`config.mk`:
```
export PLATFORM = sky130hd
export DESIGN_NAME = cacheline_adaptor
export DESIGN_NICKNAME = d
export VERILOG_FILES = /design/src/rtl/cache_types.sv /design/src/rtl/cacheline_adaptor.sv
export SDC_FILE = /design/constraint.sdc
export NUM_CORES = 2
export LEC_CHECK = 0
export CAP_MARGIN = 20
export CORE_MARGIN = 10
export CORE_UTILIZATION = 50
export CTS_BUF_LIST = sky130_fd_sc_hd__clkbuf_8
export CTS_CLUSTER_DIAMETER = 50
export CTS_CLUSTER_SIZE = 25
export DETAILED_ROUTE_END_ITERATION = 16
export HOLD_SLACK_MARGIN = 0.03
export PLACE_DENSITY_LB_ADDON = 0.15
export SYNTH_ARGS = -nofsm -noshare
export SYNTH_HDL_FRONTEND = slang
export SYNTH_SLANG_ARGS = --single-unit
```
`constraint.sdc`:
```
create_clock -name clk -period 2.75 [get_ports clk]
set_clock_uncertainty 0.1 [all_clocks]
set_input_delay 0.6875 -clock clk [delete_from_list [all_inputs] [get_ports clk]]
set_output_delay 0.6875 -clock clk [all_outputs]
set_load 0.05 [all_outputs]
```
`src/rtl/cache_types.sv`:
```
// Shared cache type definitions: adaptor FSM state encoding and burst geometry.
package cache_types;

    typedef enum logic [2:0] {
        IDLE,
        RD_BURST,
        RD_DONE,
        WR_BURST,
        WR_DONE
    } adaptor_state_t;

    localparam int          BEATS          = 4;
    localparam int          BURST_WIDTH    = 64;
    localparam logic [31:0] LINE_ADDR_MASK = 32'hFFFFFFE0;

endpackage

```
`src/rtl/cacheline_adaptor.sv`:
```
// Cache line <-> 4-beat DRAM burst adaptor: reads gather beats into a line, writes split a line into beats.
// Optional per-direction completion counters are enabled by defining CACHELINE_ADAPTOR_PERF_CNT_EN.
module cacheline_adaptor #(
    parameter int LINE_WIDTH  = 256,
    parameter int BURST_WIDTH = 64,
    parameter int ADDR_WIDTH  = 32
) (
    input  logic                   clk,
    input  logic                   rst,
    input  logic [LINE_WIDTH-1:0]  line_i,
    output logic [LINE_WIDTH-1:0]  line_o,
    input  logic [ADDR_WIDTH-1:0]  address_i,
    input  logic                   read_i,
    input  logic                   write_i,
    output logic                   resp_o,
    input  logic [BURST_WIDTH-1:0] burst_i,
    output logic [BURST_WIDTH-1:0] burst_o,
    output logic [ADDR_WIDTH-1:0]  address_o,
    output logic                   read_o,
    output logic                   write_o,
`ifdef CACHELINE_ADAPTOR_PERF_CNT_EN
    output logic [31:0]            rd_count_o,
    output logic [31:0]            wr_count_o,
`endif
    input  logic                   resp_i
);
    import cache_types::adaptor_state_t, cache_types::IDLE, cache_types::RD_BURST,
           cache_types::RD_DONE, cache_types::WR_BURST, cache_types::WR_DONE,
           cache_types::BEATS, cache_types::LINE_ADDR_MASK;

    localparam int             CNT_W     = $clog2(BEATS);
    localparam logic [CNT_W-1:0] LAST_BEAT = CNT_W'(BEATS - 1);

    adaptor_state_t        state;
    logic [CNT_W-1:0]      cnt;
    logic [LINE_WIDTH-1:0] line_q;
    logic [LINE_WIDTH-1:0] buf_q;

    function automatic logic [BURST_WIDTH-1:0] get_beat(input logic [LINE_WIDTH-1:0] l,
                                                        input logic [CNT_W-1:0]      idx);
        return l[idx*BURST_WIDTH +: BURST_WIDTH];
    endfunction

    always_ff @(posedge clk) begin
        if (rst) begin
            state     <= IDLE;
            cnt       <= '0;
            line_q    <= '0;
            buf_q     <= '0;
            line_o    <= '0;
            burst_o   <= '0;
            address_o <= '0;
            read_o    <= 1'b0;
            write_o   <= 1'b0;
            resp_o    <= 1'b0;
        end else begin
            case (state)
                IDLE: begin
                    resp_o <= 1'b0;
                    cnt    <= '0;
                    // Read has priority when the cache raises both requests.
                    if (read_i) begin
                        address_o <= address_i & ADDR_WIDTH'(LINE_ADDR_MASK);
                        read_o    <= 1'b1;
                        state     <= RD_BURST;
                    end else if (write_i) begin
                        address_o <= address_i & ADDR_WIDTH'(LINE_ADDR_MASK);
                        line_q    <= line_i;
                        burst_o   <= line_i[BURST_WIDTH-1:0];
                        write_o   <= 1'b1;
                        state     <= WR_BURST;
                    end
                end
                RD_BURST: begin
                    if (resp_i) begin
                        buf_q[cnt*BURST_WIDTH +: BURST_WIDTH] <= burst_i;
                        cnt <= cnt + 1'b1;
                        if (cnt == LAST_BEAT) begin
                            // Final beat goes straight into line_o so it is valid alongside resp_o.
                            line_o <= {burst_i, buf_q[LINE_WIDTH-BURST_WIDTH-1:0]};
                            read_o <= 1'b0;
                            resp_o <= 1'b1;
                            state  <= RD_DONE;
                        end
                    end
                end
                RD_DONE: begin
                    resp_o <= 1'b0;
                    state  <= IDLE;
                end
                WR_BURST: begin
                    if (resp_i) begin
                        cnt <= cnt + 1'b1;
                        if (cnt == LAST_BEAT) begin
                            write_o <= 1'b0;
                            resp_o  <= 1'b1;
                            state   <= WR_DONE;
                        end else begin
                            burst_o <= get_beat(line_q, cnt + 1'b1);
                        end
                    end
                end
                WR_DONE: begin
                    resp_o <= 1'b0;
                    state  <= IDLE;
                end
                default: state <= IDLE;
            endcase
        end
    end

`ifdef CACHELINE_ADAPTOR_PERF_CNT_EN
    function automatic logic [31:0] sat_inc(input logic [31:0] v);
        return (v == 32'hFFFFFFFF) ? v : v + 32'd1;
    endfunction

    always_ff @(posedge clk) begin
        if (rst) begin
            rd_count_o <= '0;
            wr_count_o <= '0;
        end else begin
            if (state == RD_DONE) rd_count_o <= sat_inc(rd_count_o);
            if (state == WR_DONE) wr_count_o <= sat_inc(wr_count_o);
        end
    end
`endif

endmodule

```
Yosys cells after proc, flatten, opt, wreduce, memory -nomap -nowiden:

Index checks and enable logic that the tools add are counted.

* register bits after elaboration: 872
* output and inout bits: 355
* logic and storage cells: 77

* add/subtract/negate cells: 2
* equal/unequal tests: 16
* shifts and indexed selects: 3
* mux-type cells: 27
* bitwise logic cells: 1
* reductions and logical operators: 18

Operators with widths (number)
* $bwmux W256: 1
* $mux W64: 4
* $shift A64 B34 Y256 const A: 1
* $shiftx A256 B9 Y64: 1
* $shiftx A64 B34 Y256: 1
* $pmux W64 S2: 1
* $mux W32: 2
* $neg A8 Y34: 1
* $mux W3: 6
* $ne A2 B2 Y1 const B: 8
* $reduce_and A5 Y1: 3
* $reduce_bool A2 Y1: 5
* $pmux W3 S3: 1
* $reduce_and A3 Y1: 3
* $mux W1: 7
* $eq A3 B2 Y1 const B: 2
* $pmux W1 S2: 3
* $reduce_and A2 Y1: 3
* $ne A2 B1 Y1 const B: 2
* $pmux W2 S2: 1
* $reduce_and A4 Y1: 1
* $eq A3 B1 Y1 const B: 1
* $eq A3 B3 Y1 const B: 1
* $logic_not A3 Y1: 1
* other kinds (7): 7

Longest topological paths before layout:

* depth after elaboration: 5
* gate-level depth with buffers: 10

Worst setup path before layout:

Ideal clock, no wire load.

* kind: reg-to-reg
* start: register cnt[0]
* end: register buf_q[95]
* setup time: 0.070 ns
* arrival: 2.118 ns
* data required time: 2.580 ns
* path slack: 0.462 ns
* stages on the path, launching flop included: 11
* path buffers: 5
* path through: dfxtp_1 -> clkbuf_1 -> inv_1 -> ha_1 -> buf_2 -> buf_4 -> and3b_1 -> clkbuf_1 -> buf_1 -> nand4_1 -> a21oi_1

* cells in the longest elaborated chain, start to end: 3
* elaborated cells on any way between the ends: 4
* classes of those cells: 1 x add/sub; 2 x shift; 1 x mux

Ends and longest elaborated chain
* from (decl): RTL line cacheline_adaptor.sv:35 `logic [CNT_W-1:0] cnt;`
* from (signal assigned): RTL line cacheline_adaptor.sv:77 `cnt <= cnt + 1'b1;`
* from (signal assigned): RTL line cacheline_adaptor.sv:93 `cnt <= cnt + 1'b1;`
* $neg A8 Y34 (*): RTL line cacheline_adaptor.sv:76 `buf_q[cnt*BURST_WIDTH +: BURST_WIDTH] <= burst_i;`
* $shiftx A64 B34 Y256 or $shift A64 B34 Y256 (tied branches): RTL line cacheline_adaptor.sv:76
* $bwmux W256 (*): RTL line cacheline_adaptor.sv:76
* to (signal, indexed assignment): RTL line cacheline_adaptor.sv:76
* to (decl): RTL line cacheline_adaptor.sv:37 `logic [LINE_WIDTH-1:0] buf_q;`

Mark *: on every way between the ends. The rest lies on a longest branch, timed or not.
A chain may end at the register's enable or synchronous reset.

Worst setup path after layout:

* start: register burst_o[57]
* end: output port burst_o[57]

RTL lines
* from (decl): RTL line cacheline_adaptor.sv:17 `output logic [BURST_WIDTH-1:0] burst_o,`
* from (signal assigned): RTL line cacheline_adaptor.sv:69 `burst_o <= line_i[BURST_WIDTH-1:0];`
* from (signal assigned): RTL line cacheline_adaptor.sv:99 `burst_o <= get_beat(line_q, cnt + 1'b1);`

No word-level cell between the ends.

==> flow_summary.rst <==
.. list-table::
   :header-rows: 1

   * - Metric
     - Value
   * - Worst Setup EP
     - burst_o[57]
   * - Wl on met1
     - 49020 um
   * - Crit path depth
     - 1
   * - Port Buffer Count
     - 701
   * - Overall power of the completed layout
     - 0.02491 W
   * - Final Max Slew Viols
     - 0
   * - Worst endpoint data arrival time
     - 1.93 ns
   * - Area growth from synthesis to layout
     - 29.46%
   * - Worst Hold Class
     - in -> reg
   * - Total length of routed met3 wires
     - 11680 um
   * - Share of synthesized registers carrying an async set or reset
     - 0%
   * - Run status
     - complete, no violations
   * - Total core area
     - 65750 um2
   * - Number of global-route vias before repair
     - 30885
   * - Total Die Area
     - 77080 um2
   * - Largest net degree at the start of global routing
     - 114
   * - Antenna violations before repair
     - 27
   * - Sum of negative setup slack
     - 0 ns
   * - Final setup fails
     - 0
   * - Critical Path, Cell by Cell
     - clkdlybuf4s50_1
   * - Count of nets after finishing
     - 4724
   * - Worst setup path class
     - reg -> out
   * - Tot GR Track Use
     - 30.14%
   * - Mean routed wirelength per cell
     - 23.57 um
   * - Sequential-to-total area share from yosys stat
     - 48.44%
   * - Peak ir drop on the vdd network
     - 0.4026 mV
   * - Critical-path top delay cell
     - sky130_fd_sc_hd__clkdlybuf4s50_1
   * - Worst EP required
     - 1.96 ns
   * - Max incr delay on CP
     - 0.88 ns
   * - Number of flip-flops and latches in the synthesized netlist
     - 803
   * - Leakage
     - 14.69 nW
   * - Worst Max-Slew Pin Slew
     - 0.8430 ns
   * - Crit path buf inv count
     - 1
   * - Post-route core utilization
     - 65.35%
   * - Normalized max-slew margin
     - 43.80%
   * - Mapped cell area
     - 33190 um2
   * - R2R depth
     - 6
   * - Warnings, synthesis
     - 0
   * - Achievable clock frequency
     - 0.3676 GHz
   * - Number of max-cap violations
     - 0
   * - Number of distinct library cells after synthesis
     - 44
   * - Number of standard cells in the layout, taps in and fillers out
     - 5311
   * - Global-route wire length before repair
     - 188400 um
   * - HPWL Detailed
     - 82170 um
   * - Total Wirelength
     - 125200 um
   * - Clock transition at the register clock pins on the worst setup and hold paths after CTS
     - 0.10 ns
   * - Top Ports
     - 712
   * - DRC violation count after routing
     - 0
   * - Final cycle utilization of the critical path
     - 98.93%
   * - Clock network latency to the later pin of the worst-skew pair
     - 0.71 ns
   * - Count of standard-cell rows
     - 94
   * - Horizontal die dimension
     - 277.6 um
   * - Count of mapped cells out of synthesis
     - 3951
   * - Length of the first detailed-routing pass in iterations
     - 6
   * - Clock root buffer
     - sky130_fd_sc_hd__clkbuf_8
   * - Amount of wire on met2 after detailed routing
     - 58840 um
   * - Critical Path Source
     - burst_o[57]
   * - Setup bufs post-CTS
     - 0
   * - Main flop type after synthesis
     - sky130_fd_sc_hd__dfxtp_1
   * - Count of vias placed by the detailed router
     - 33103
   * - Global placement routability congestion
     - 0.8878
   * - Final period demand of the worst path
     - 2.721 ns
   * - Setup slack of the most critical reg-to-reg path
     - 0.39 ns
   * - Per-instance average area after synthesis
     - 8.399 um2
   * - Max H-tree Level
     - 3
   * - Effective utilization at floorplan
     - 50.48%
   * - CTS Buffer Depth
     - 3
   * - Number of hold-slack violations in the final timing report
     - 0
   * - Biggest fanout along the worst timing path
     - 2
   * - End of the worst register-to-register path
     - burst_o[39]
   * - Type of origin of the critical path
     - flip-flop
   * - Number of sinks handled by clock tree synthesis
     - 803
   * - Power Density
     - 579.7 nW/um2
   * - Number of synthesized flops with an enable pin
     - 0
   * - TritonCTS clock tree
     - built
   * - Post-Place Cells
     - 5143
   * - Total CTS buffers
     - 80
   * - Setup repair after global routing missed its margin
     - no
   * - Routed via count divided by cell count
     - 6.233
   * - Kind of end point of the critical path
     - primary output
   * - Worst R2R Start
     - cnt[0]
   * - Number of violations reported at the end of detailed-routing iteration 0
     - 4019
   * - Cell family with the largest share of critical-path delay
     - buffers and inverters
   * - Number of nets still failing antenna checks after routing
     - 0
   * - Post-route worst hold slack
     - 0.2915 ns
   * - Fraction of layout instances using a drive strength above 1
     - 10.14%
   * - Die boundary height
     - 277.6 um
   * - Cts hold-fix bufs
     - 0
   * - Aggregate global routing overflow
     - 0
   * - Top routing layer in use
     - met5
[registers in the layout (all words and copies together) (netlist names)]
name / flops
address_o: 27
read_o: 1
burst_o: 64
buf_q: 192
resp_o: 1
line_o: 256
write_o: 1
line_q: 256
cnt: 2
state: 3
[worst min-delay path by stage]
stage | to | cells past startpoint | slack [ns] | start
5_1_grt | address_o[11] | 2 | 0.28 | rst
2_1_floorplan | line_o[0] | 2 | 0.34 | buf_q[0]
3_5_place_dp | line_o[115] | 2 | 0.35 | buf_q[115]
3_3_place_gp | line_o[55] | 2 | 0.35 | buf_q[55]
6_report | address_o[11] | 2 | 0.29 | rst
4_1_cts | address_o[10] | 2 | 0.27 | rst
[logic make-up after synthesis]
family,Yosys count,share of synthesized area [%]
AND/OR/NAND/NOR,828,13.23
flip-flops,803,48.44
other,1,0.01130
multiplexers,127,4.343
buffers and inverters,517,6.609
AO/OA/AOI/OAI,1669,27.15
adder cells (fa/ha/maj),5,0.1885
XOR/XNOR,1,0.02640
[cell usage in the layout, fill, tap and decap left out, types with 65 or more instances in the layout]
cell	instances
sky130_fd_sc_hd__dfxtp_1	802
sky130_fd_sc_hd__nand4_1	192
sky130_fd_sc_hd__o21ai_0	676
sky130_fd_sc_hd__mux2_2	126
sky130_fd_sc_hd__buf_4	85
sky130_fd_sc_hd__nand3_1	539
sky130_fd_sc_hd__buf_12	65
sky130_fd_sc_hd__clkdlybuf4s50_1	583
sky130_fd_sc_hd__clkbuf_8	90
sky130_fd_sc_hd__a21oi_1	735
sky130_fd_sc_hd__dlygate4sd2_1	68
sky130_fd_sc_hd__nand2_1	68
[through the flow]
step / instance area [um2] / setup WS [ns]
floorplan: 33200 / 0.4620
global placement: 41010 / 0.1461
detailed placement: 41030 / 0.1240
CTS: 42810 / 0.00009304
global route: 42950 / 0.0001894
finish: 42960 / 0.02949
[synthesized netlist by cell type, types with 6 or more instances]
library cell / count / area share [%]
sky130_fd_sc_hd__a21oi_1: 735 / 11
sky130_fd_sc_hd__a221oi_1: 64 / 1.7
sky130_fd_sc_hd__a22oi_1: 64 / 1.4
sky130_fd_sc_hd__a311oi_1: 64 / 1.7
sky130_fd_sc_hd__buf_1: 30 / 0.34
sky130_fd_sc_hd__buf_2: 157 / 2.4
sky130_fd_sc_hd__buf_4: 11 / 0.25
sky130_fd_sc_hd__clkbuf_1: 306 / 3.5
sky130_fd_sc_hd__clkbuf_2: 6 / 0.090
sky130_fd_sc_hd__dfxtp_1: 803 / 48
sky130_fd_sc_hd__mux2_2: 126 / 4.3
sky130_fd_sc_hd__nand2_1: 68 / 0.77
sky130_fd_sc_hd__nand3_1: 539 / 8.1
sky130_fd_sc_hd__nand4_1: 192 / 3.6
sky130_fd_sc_hd__nor2b_1: 6 / 0.11
sky130_fd_sc_hd__o21ai_0: 676 / 10
sky130_fd_sc_hd__o21ai_1: 61 / 0.92
[layout make-up]
type	count	area, um2
clock buffers	90	1239
inverters	6	27.53
repair buffers	836	8811
flip-flops and latches	803	16080
multi-input cells	2635	15050
well taps	864	1081
fillers	5710	22780
diodes	19	47.55
clock inverters	58	623.1
[report_power, final]
group	internal, W	leakage, nW	total (W)	switching (W)
Clock	0.00363	0.923	0.00857	0.00495
Combinational	0.00149	7.26	0.00417	0.00268
Sequential	0.0120	6.51	0.0122	0.000183
Total	0.0171	14.7	0.0249	0.00781
[layer usage]
layer / vias to the layer above / track usage [%]
met1: 16025 / 37.17
met5: - / 0
met4: 22 / 13.45
met3: 257 / 9.135
met2: 1384 / 47.91
li1: 15415 / -
[what timing repair did]
action | in CTS | in global routing
endpoints found under the setup margin | 68 | 34
gates resized for setup | 68 | 34
pin swaps | 0 | 0
Power figures use the tool's default switching activity.
